===== config.mk =====
export PLATFORM = sky130hd
export DESIGN_NAME = keycode_encoder
export DESIGN_NICKNAME = d
export VERILOG_FILES = /design/src/rtl/keycode_encoder.sv
export SDC_FILE = /design/constraint.sdc
export NUM_CORES = 1
export LEC_CHECK = 0
export CAP_MARGIN = 20
export CORE_AREA = 2 2 48 50
export DETAILED_ROUTE_END_ITERATION = 16
export DIE_AREA = 0 0 50 52
export HOLD_SLACK_MARGIN = 0.12
export PLACE_DENSITY = 0.92
export SYNTH_ARGS = -nofsm -noshare
export SYNTH_HDL_FRONTEND = slang
export SYNTH_SLANG_ARGS = --single-unit
export TNS_END_PERCENT = 10

===== constraint.sdc =====
create_clock -name clk -period 6.5 [get_ports clk]
set_input_delay 0.65 -clock clk [delete_from_list [all_inputs] [get_ports clk]]
set_output_delay 0.65 -clock clk [all_outputs]
set_load 0.05 [all_outputs]

===== src/rtl/keycode_encoder.sv =====
// PS/2 set-2 scancode encoder: turns one key event into the XX / F0 XX / E0 XX / E0 F0 XX
// byte sequence and hands the bytes out on a valid/ready link, with an optional gap per byte.
module keycode_encoder #(
  parameter int unsigned GAP_CYCLES = 0
) (
  input  logic       clk,
  input  logic       reset_n,
  input  logic       key_valid,
  input  logic [7:0] keycode,
  input  logic       ext,
  input  logic       make,
  output logic       key_ready,
  output logic       byte_valid,
  input  logic       byte_ready,
  output logic [7:0] byte_data,
  output logic       seq_done,
  output logic       key_err
);

  localparam int unsigned CntW = (GAP_CYCLES > 0) ? $clog2(GAP_CYCLES + 1) : 1;

  typedef enum logic [2:0] {StIdle, StE0, StF0, StXx, StGap} state_e;

  state_e            state_q, state_d;
  state_e            succ_q, succ_d;
  logic [CntW-1:0]   cnt_q, cnt_d;
  logic [7:0]        code_q, code_d;
  logic              make_q, make_d;
  logic              byte_valid_q, byte_valid_d;
  logic [7:0]        byte_data_q, byte_data_d;
  logic              seq_done_q, seq_done_d;
  logic              key_err_q, key_err_d;

  state_e            succ;
  state_e            target;
  logic              advance;

  function automatic logic [7:0] byte_of(input state_e st, input logic [7:0] code);
    case (st)
      StE0:    byte_of = 8'hE0;
      StF0:    byte_of = 8'hF0;
      default: byte_of = code;
    endcase
  endfunction

  always_comb begin
    state_d      = state_q;
    succ_d       = succ_q;
    cnt_d        = cnt_q;
    code_d       = code_q;
    make_d       = make_q;
    byte_valid_d = byte_valid_q;
    byte_data_d  = byte_data_q;
    seq_done_d   = 1'b0;
    key_err_d    = 1'b0;
    advance      = 1'b0;
    target       = StIdle;
    succ         = StIdle;

    case (state_q)
      StIdle: begin
        if (key_valid) begin
          if (keycode == 8'hE0 || keycode == 8'hF0) begin
            key_err_d = 1'b1;
          end else begin
            code_d  = keycode;
            make_d  = make;
            advance = 1'b1;
            target  = ext ? StE0 : (make ? StXx : StF0);
          end
        end
      end
      StE0, StF0, StXx: begin
        if (byte_ready) begin
          case (state_q)
            StE0:    succ = make_q ? StXx : StF0;
            StF0:    succ = StXx;
            default: succ = StIdle;
          endcase
          if (GAP_CYCLES == 0) begin
            advance = 1'b1;
            target  = succ;
          end else begin
            state_d      = StGap;
            succ_d       = succ;
            cnt_d        = CntW'(GAP_CYCLES - 1);
            byte_valid_d = 1'b0;
          end
        end
      end
      StGap: begin
        if (cnt_q == '0) begin
          advance = 1'b1;
          target  = succ_q;
        end else begin
          cnt_d = cnt_q - CntW'(1);
        end
      end
      default: state_d = StIdle;
    endcase

    // Common entry into a byte state or back to idle.
    if (advance) begin
      state_d = target;
      if (target == StIdle) begin
        byte_valid_d = 1'b0;
        seq_done_d   = 1'b1;
      end else begin
        byte_valid_d = 1'b1;
        byte_data_d  = byte_of(target, code_d);
      end
    end
  end

  always_ff @(posedge clk) begin
    if (!reset_n) begin
      state_q      <= StIdle;
      succ_q       <= StIdle;
      cnt_q        <= '0;
      code_q       <= 8'h00;
      make_q       <= 1'b0;
      byte_valid_q <= 1'b0;
      byte_data_q  <= 8'h00;
      seq_done_q   <= 1'b0;
      key_err_q    <= 1'b0;
    end else begin
      state_q      <= state_d;
      succ_q       <= succ_d;
      cnt_q        <= cnt_d;
      code_q       <= code_d;
      make_q       <= make_d;
      byte_valid_q <= byte_valid_d;
      byte_data_q  <= byte_data_d;
      seq_done_q   <= seq_done_d;
      key_err_q    <= key_err_d;
    end
  end

  assign key_ready  = (state_q == StIdle);
  assign byte_valid = byte_valid_q;
  assign byte_data  = byte_data_q;
  assign seq_done   = seq_done_q;
  assign key_err    = key_err_q;

endmodule


==> results.py, run 1 <==
metrics = {
    "route": {
        "ant_nets": 0,
        "drt-initial-drc-count": 65,
        "vias": 958,
        "wl_per_cell_um": 15.7,
        "dr.pass1.iters": 5,
        "drc": 0,
        "via_per_inst": 6.03,
        "wl_mm": 2.49,
    },
    "floorplanning": {
        "num_rows": 17,
        "die_h_um": 52,
        "fp.coreArea_sq_um": 2110,
        "die_w_um": 50,
        "initial_core_util_pct": 48.0,
        "dieArea_sq_um": 2600,
        "io_pins": 26,
    },
    "outcome": {
        "status": "completed",
    },
    "timing": {
        "fin_skew_ps": 2.75,
        "tightest_slew_ps": 645,
        "rsz0062_at_grt": "no",
        "timing.slew.headroom_pct": 57.0,
        "fmax_mhz": 332,
        "setup_viol": 0,
        "layout_min_cycle_time_ps": 3010,
        "setup_tns_ps": 0,
        "post-route-period-util_pct": 46.3,
        "finalHoldViolCount": 0,
        "drv_slew": 0,
        "setup_ws_ps": 3490,
    },
    "logic_synthesis": {
        "syn_nets": 126,
        "synth-compound-area-share_pct": 20.2,
        "synth_seq_cells": 22,
        "syn_area_per_cell_sq_um": 9.63,
        "yosys.area_share.simple_pct": 19.4,
        "synth-xor-area-share_pct": 0,
        "yosys.area.top_type": "dfxtp_1",
        "synth_edf_count": 0,
        "synth_area_sq_um": 1010,
        "synth_top_family_by_area": "compound AO/OA/AOI/OAI gates",
        "synth_top_area_share_pct": 43.6,
        "synthAdderAreaFrac_pct": 8.66,
        "yosys-top-cells-count": "22 x dfxtp_1, 10 x nand2_1, 10 x nor2_1",
        "syn_inst": 105,
        "yosysSeqAreaShare_pct": 43.6,
        "ys_top_cells_by_area": "dfxtp_1 44%, ha_1 8.7%, nand2_1 3.7%",
        "ys_types": 35,
        "synthFlopType": "dfxtp_1",
        "async_flop_share_pct": 0,
        "synth_mux_area_share_pct": 4.08,
        "synth.most_common_cell": "dfxtp_1",
        "yosys_warnings": 0,
    },
    "pwr": {
        "p_sw_uw": 124,
        "switching_share_pct": 32.9,
        "p_leak_nw": 0.514,
        "p_clk_share_pct": 28.4,
        "ir_drop_mv": 0.147,
        "p_int_uw": 253,
        "power_density_nw_per_um2": 284,
        "power_frac_comb_pct": 30.9,
        "seqPwrFrac_pct": 40.7,
    },
    "worst_setup_path": {
        "cp_max_fo": 14,
        "crit_family": "compound AO/OA/AOI/OAI gates",
        "cp-start-kind": "input pin",
        "slowest_delay_ps": 470,
        "path_class": "input pin to flop",
        "path_buf_inv": 1,
        "path_cells": "clkdlybuf4s50_1, or3b_4, o21ai_4, o32a_1, ha_1, nor2_1, o211ai_1, o22ai_1",
        "arrival_ps": 3190,
        "crit_required_ps": 6680,
        "crit_path_end_kind": "flop",
        "cp_slowest_cell": "clkdlybuf4s50_1",
    },
    "global_route": {
        "grt_pass1_wl_mm": 4.06,
        "grt_use_total_pct": 20.7,
        "antenna_found_initial": 0,
        "grt_pass1_vias": 893,
        "overflow": 0,
        "grt_max_degree": 15,
    },
    "clocking": {
        "clock_path_buffers": 2,
        "insertion_delay_ps": 320,
        "cts_tree": "built",
        "cts-resized-gates": 0,
        "cts_made_buffers": 3,
        "clock_sinks": 22,
        "cts.clk_slew.worst_paths_ps": 130,
        "cts_hold_buf": 0,
        "post_cts_buffers": 0,
        "cts_max_level": 1,
        "cts-root-buf": "clkbuf_4",
    },
    "placed_design": {
        "place_area_sq_um": 1280,
        "port_buffers": 25,
        "place_inst": 155,
        "finalWeightedCongestion": 0.904,
        "pre_cts_ws_ps": 3240,
        "post-dp-hpwl_mm": 1.69,
    },
    "finish": {
        "multi_input_area_sq_um": 529,
        "nets": 153,
        "fin_cells": 159,
        "seq_area_sq_um": 440,
        "fin_area_sq_um": 1330,
        "antenna_cells": 0,
        "layout-drive-gt1-share_pct": 9.16,
        "area_growth_pct": 31.6,
        "nFillCells": 151,
    },
    "hold_path": {
        "hp-class": "flop to flop",
    },
    "run": {
        "cap_violations": 0,
    },
}
power by group through the flow:
stage	logic [mW]	registers, mW	clock network, mW
6_report	0.117	0.154	0.107
5_1_grt	0.124	0.155	0.113
4_1_cts	0.115	0.154	0.107
3_5_place_dp	0.113	0.156	0
3_3_place_gp	0.110	0.156	0
2_1_floorplan	0.0550	0.180	0
tightest hold or removal path: stages, from the launching register on:
cell and delay, ps:
dfxtp_1 340, nand2_1 50, o22ai_1 70
routing by layer:
layer	share of wire, %	global-route usage [%]	up-vias	routed length (um)
met2	51	37.5	72	1270
li1	-	-	440	-
met4	2.0	9.26	0	49
met3	7.4	2.87	7	184
met1	40	24.0	439	989
met5	0	0	-	0
stage by stage:
| stage | hold WS, ps | util (%) | power, mW |
|---|---|---|---|
| 6_report | 500 | 63.2 | 0.378 |
| 2_1_floorplan | 437 | - | 0.235 |
| 5_1_grt | 514 | 63.2 | 0.392 |
| 3_5_place_dp | 474 | 60.7 | 0.269 |
| 4_1_cts | 495 | 63.2 | 0.375 |
| 3_3_place_gp | 465 | 60.7 | 0.267 |
placed cells by master, fill, tap and decap left out, types with 2 or more instances in the layout:
cell type,synthesis,final
a211oi_1,2,2
a21oi_1,6,6
a22oi_1,4,4
a311oi_1,2,2
clkbuf_4,0,3
clkdlybuf4s50_1,0,25
dfxtp_1,22,22
ha_1,7,7
inv_1,6,6
mux2i_1,3,3
nand2_1,10,10
nand4_1,2,2
nor2_1,10,10
nor3_1,3,3
o22ai_1,5,5
flip-flops by register name, indices dropped and copies added, names as in the netlist:
register and cells:
byte_data 8, byte_valid 1, code_q 8, key_err 1
make_q 1, seq_done 1, state_q 2
cell type report:
type	instances	area share, %
Sequential cell	22	33.1
Timing Repair Buffer	25	18.8
Multi-Input combinational cell	74	39.8
Tap cell	28	2.63
Clock buffer	3	1.69
Inverter	6	1.69
Clock inverter	1	2.26
cell families after synthesis:
kind of cell	Yosys count
AO/OA/AOI/OAI	27
AND/OR/NAND/NOR	36
multiplexers	4
adder cells (fa/ha/maj)	7
flip-flops	22
buffers and inverters	9
path summary, 6_finish.rpt:
kind                                  start                        end  slack, ps  cells past startpoint
setup / recovery                 keycode[2]  byte_data[2]$_SDFFE_PN0P_       3490                      8
hold / removal    byte_data[1]$_SDFFE_PN0P_  byte_data[1]$_SDFFE_PN0P_        500                      2
setup reg to reg    state_q[0]$_SDFFE_PN0P_  byte_data[2]$_SDFFE_PN0P_       3860                      9
hold reg to reg   byte_data[1]$_SDFFE_PN0P_  byte_data[1]$_SDFFE_PN0P_        500                      2
Note: power is estimated with default switching activity, not from simulation.
==> run 2, diff against run 1 <==
Settings changed: CORE_AREA 2 2 48 50 to 2 2 67 44, DIE_AREA 0 0 50 52 to 0 0 69 46, PLACE_DENSITY 0.92 to 0.82.
Clock period 6.5 ns to 2.7 ns, I/O delays scaled along.
==> run 2 against run 1 <==
Compared with the run above:
- total power is 140% higher
- clock power rose by 110%
- register-to-register slack lost 3700 ps
- non-clock buffer count rose by 4
- global-route usage shrank 4.3 points
- count of clock-buffer cells in the layout is 1 higher
- routed wire length fell by 1.5%
- clock skew shrank 0.93 ps
- largest power group unchanged
- first-iteration DRC count fell by 43%
==> results.py, run 2 (synthesis results as in run 1) <==
metrics = {
    "pwr": {
        "ir_drop_mv": 0.422,
        "power_frac_comb_pct": 32.7,
        "p_clk_share_pct": 25.7,
        "p_int_uw": 598,
        "p_sw_uw": 294,
        "switching_share_pct": 32.9,
        "power_density_nw_per_um2": 644,
        "p_leak_nw": 0.537,
        "seqPwrFrac_pct": 41.6,
    },
    "global_route": {
        "grt_use_met3_pct": 5.09,
        "antenna_found_initial": 0,
        "grt_pass1_vias": 894,
        "grt_busiest_layer": "met2",
        "grt_pass1_wl_mm": 4.04,
        "grt_max_degree": 15,
        "overflow": 0,
        "grt.met1_usage_pct": 19.9,
        "use_met2_pct": 29.0,
        "grt_use_total_pct": 16.4,
    },
    "timing": {
        "post-route-period-util_pct": 92.7,
        "fin_skew_ps": 1.81,
        "tightest_slew_ps": 515,
        "drv_slew": 0,
        "rsz0062_at_grt": "no",
        "setup_tns_ps": 0,
        "finalHoldViolCount": 0,
        "layout_min_cycle_time_ps": 2500,
        "setup_ws_ps": 196,
        "timing.slew.headroom_pct": 65.5,
        "setup_viol": 0,
        "fmax_mhz": 399,
    },
    "worst_setup_path": {
        "ff2ff_path_depth": 9,
        "cp_max_fo": 7,
        "crit_path_end_kind": "flop",
        "arrival_ps": 2680,
        "path_class": "flop to flop",
        "cp-start-kind": "flop",
        "crit_required_ps": 2880,
    },
    "clocking": {
        "clock_path_buffers": 2,
        "cts-resized-gates": 0,
        "clock_sinks": 22,
        "cts_max_level": 1,
        "cts.clk_slew.worst_paths_ps": 70,
        "cts_tree": "built",
        "cts_made_buffers": 3,
        "cts_hold_buf": 0,
        "post_cts_buffers": 0,
        "cts-root-buf": "clkbuf_8",
        "insertion_delay_ps": 260,
    },
    "route": {
        "dr.pass1.iters": 4,
        "wl_per_cell_um": 14.5,
        "drt-initial-drc-count": 37,
        "ant_nets": 0,
        "vias": 924,
        "via_per_inst": 5.47,
        "drc": 0,
        "wl_mm": 2.45,
    },
    "floorplanning": {
        "dieArea_sq_um": 3170,
        "io_pins": 26,
        "initial_core_util_pct": 38.5,
        "fp.coreArea_sq_um": 2630,
        "die_h_um": 46,
        "num_rows": 15,
        "die_w_um": 69,
    },
    "placed_design": {
        "place_inst": 165,
        "port_buffers": 25,
        "pre_cts_ws_ps": 45.7,
        "finalWeightedCongestion": 0.829,
        "post-dp-hpwl_mm": 1.84,
    },
    "finish": {
        "fin_cells": 169,
        "final_common_cell": "clkdlybuf4s50_1",
        "area_growth_pct": 36.8,
        "nFillCells": 248,
        "final_cell_mix": "25 x clkdlybuf4s50_1, 22 x dfxtp_1, 10 x nand2_1, 10 x nor2_1, 7 x ha_1",
        "multi_input_area_sq_um": 542,
        "seq_area_sq_um": 440,
        "antenna_cells": 0,
        "nets": 157,
        "layout-drive-gt1-share_pct": 12.6,
    },
    "hold_path": {
        "hp-class": "flop to flop",
        "hold_path_depth": 2,
    },
    "outcome": {
        "status": "completed",
    },
    "run": {
        "cap_violations": 0,
    },
}
run 2: metrics by stage:
stage / util [%] / power, mW / instance area [sq um] / hold WS [ps]
3_5_place_dp: 50.0 / 0.661 / 1320 / 460
5_1_grt: 52.6 / 0.935 / 1380 / 500
4_1_cts: 52.1 / 0.890 / 1370 / 473
2_1_floorplan: - / 0.565 / 1010 / 406
3_3_place_gp: 50.0 / 0.651 / 1320 / 457
6_report: 52.6 / 0.891 / 1380 / 469
run 2: worst paths after layout:
path                                               from                   endpoint  slack [ps]
worst max register to register  state_q[1]$_SDFFE_PN0P_  byte_data[4]$_SDFFE_PN0P_         200
worst min register to register      make_q$_SDFFE_PN0P_        make_q$_SDFFE_PN0P_         470
worst min-delay path                make_q$_SDFFE_PN0P_        make_q$_SDFFE_PN0P_         470
worst max-delay path            state_q[1]$_SDFFE_PN0P_  byte_data[4]$_SDFFE_PN0P_         200
run 2: power by group through the flow:
stage | clock network [mW] | registers, mW | logic [mW]
finish | 0.229 | 0.370 | 0.291
global route | 0.246 | 0.374 | 0.315
CTS | 0.233 | 0.371 | 0.286
detailed placement | 0 | 0.378 | 0.284
global placement | 0 | 0.377 | 0.275
floorplan | 0 | 0.432 | 0.132
run 2: cell type report:
cell class | count | area share, %
Inverter | 6 | 1.63
Tap cell | 34 | 3.08
Clock buffer | 4 | 3.98
Sequential cell | 22 | 31.9
Multi-Input combinational cell | 74 | 39.2
Timing Repair Buffer | 29 | 20.3
run 2: worst max-delay path: stages (launching register included):
cell and delay (ps):
dfxtp_1 360, inv_1 100, ha_1 300, nand2_1 210
a211oi_2 310, nor2_1 120, ha_1 260, a211oi_4 270
o211ai_1 240, o221ai_1 260
run 2: routing by layer:
layer,up-vias,part of all wire (%),wire (um)
met5,-,0,0
met2,45,48,1170
met3,2,7.4,182
met1,436,44,1090
li1,441,-,-
met4,0,0.57,14
==> run 3, diff against run 2 <==
Settings changed: REMOVE_ABC_BUFFERS from default to 1.
==> run 3 against run 2 <==
Compared with the run above:
- sequential cell count did not move
- critical endpoint unchanged
- register-to-register slack is essentially flat
- critical path type unchanged
- first-iteration DRC count shrank 8.1%
==> results.py, run 3 (synthesis results as in run 1) <==
metrics = {
    "global_route": {
        "grt_pass1_vias": 883,
        "grt_max_degree": 15,
        "antenna_found_initial": 0,
        "grt_use_total_pct": 17.1,
        "overflow": 0,
        "grt_pass1_wl_mm": 4.17,
    },
    "timing": {
        "layout_min_cycle_time_ps": 2500,
        "setup_ws_ps": 201,
        "tightest_slew_ps": 502,
        "fin_skew_ps": 9.04,
        "post-route-period-util_pct": 92.6,
        "fmax_mhz": 400,
        "setup_tns_ps": 0,
        "setup_viol": 0,
        "drv_slew": 0,
        "finalHoldViolCount": 0,
        "rsz0062_at_grt": "no",
        "timing.slew.headroom_pct": 66.4,
    },
    "worst_setup_path": {
        "arrival_ps": 2690,
        "crit_path_end_kind": "flop",
        "path_class": "flop to flop",
        "crit_required_ps": 2890,
        "cp_max_fo": 7,
        "cp-start-kind": "flop",
    },
    "finish": {
        "layout-drive-gt1-share_pct": 11.9,
        "post-route-util_pct": 52.7,
        "final_common_cell": "clkdlybuf4s50_1",
        "nets": 156,
        "antenna_cells": 0,
        "final_cell_mix": "25 x clkdlybuf4s50_1, 22 x dfxtp_1, 10 x nand2_1, 10 x nor2_1, 7 x ha_1",
        "area_growth_pct": 36.9,
    },
    "floorplanning": {
        "io_pins": 26,
        "dieArea_sq_um": 3170,
        "die_h_um": 46,
        "initial_core_util_pct": 38.5,
        "num_rows": 15,
        "die_w_um": 69,
        "fp.coreArea_sq_um": 2630,
    },
    "clocking": {
        "cts_hold_buf": 0,
        "clock_path_buffers": 2,
        "cts.clk_slew.worst_paths_ps": 80,
        "insertion_delay_ps": 260,
        "clock_sinks": 22,
        "cts_tree": "built",
        "cts_made_buffers": 3,
        "cts-root-buf": "clkbuf_8",
        "cts_max_level": 1,
    },
    "pwr": {
        "power_density_nw_per_um2": 695,
        "ir_drop_mv": 0.304,
        "p_leak_nw": 0.538,
    },
    "run": {
        "cap_violations": 0,
    },
    "route": {
        "drc": 0,
        "drt-initial-drc-count": 34,
        "via_per_inst": 5.45,
        "dr.pass1.iters": 4,
        "wl_per_cell_um": 15.2,
        "ant_nets": 0,
        "vias": 915,
        "wl_mm": 2.55,
    },
    "placed_design": {
        "post-dp-hpwl_mm": 1.92,
        "finalWeightedCongestion": 0.899,
        "pre_cts_ws_ps": 61.5,
        "port_buffers": 25,
    },
    "outcome": {
        "status": "completed",
    },
    "hold_path": {
        "hp-class": "flop to flop",
    },
}
## run 3: repair_timing
action / CTS / global route
gates resized for setup: 0 / 1
endpoints found under the setup margin: 0 / 2
buffers inserted: 0 / 0
## run 3: area by class of cell
type	instances	area [sq um]
fill	252	1240
multi-input combinational	74	534
sequential	22	440
timing repair buffer	28	273
tap	34	42.5
clock buffer	3	41.3
clock inverter	1	30.0
inverter	6	22.5
## run 3: worst max-delay path, stage by stage (launching register included)
cell and delay [ps]:
dfxtp_1 350, inv_1 90, ha_1 260, and2_2 280, o21ai_4 80, o32a_1 240
ha_1 290, a211oi_2 310, o211ai_1 270, o221ai_1 240
## run 3: worst paths after layout
check	startpoint	to	slack (ps)	cells after the start
setup reg to reg	state_q[1]$_SDFFE_PN0P_	byte_data[4]$_SDFFE_PN0P_	200	9
setup / recovery	state_q[1]$_SDFFE_PN0P_	byte_data[4]$_SDFFE_PN0P_	200	9
hold / removal	byte_data[1]$_SDFFE_PN0P_	byte_data[1]$_SDFFE_PN0P_	480	2
hold reg to reg	byte_data[1]$_SDFFE_PN0P_	byte_data[1]$_SDFFE_PN0P_	480	2
## run 3: through the flow
| stage | hold slack [ps] | total power, mW | instances | area [sq um] |
|---|---|---|---|---|
| 2_1_floorplan | 392 | 0.559 | 102 | 992 |
| 3_5_place_dp | 468 | 0.662 | 164 | 1310 |
| 5_1_grt | 503 | 1.00 | 168 | 1380 |
| 4_1_cts | 480 | 0.965 | 168 | 1380 |
| 3_3_place_gp | 460 | 0.655 | 164 | 1310 |
| 6_report | 483 | 0.961 | 168 | 1380 |
## run 3: power breakdown
part | switching (mW) | total (mW) | internal [mW] | leakage [nW]
combinational | 0.179 | 0.289 | 0.110 | 0.322
sequential | 0.0162 | 0.371 | 0.355 | 0.180
clock | 0.103 | 0.301 | 0.198 | 0.0357
## run 3: per-layer routing
metal | up-vias | global-route usage [%] | routed length, um
met5 | - | 0 | 0
met4 | 0 | 1.18 | 0
met3 | 0 | 5.75 | 203
met2 | 30 | 30.0 | 1140
met1 | 444 | 21.8 | 1200
li1 | 441 | - | -
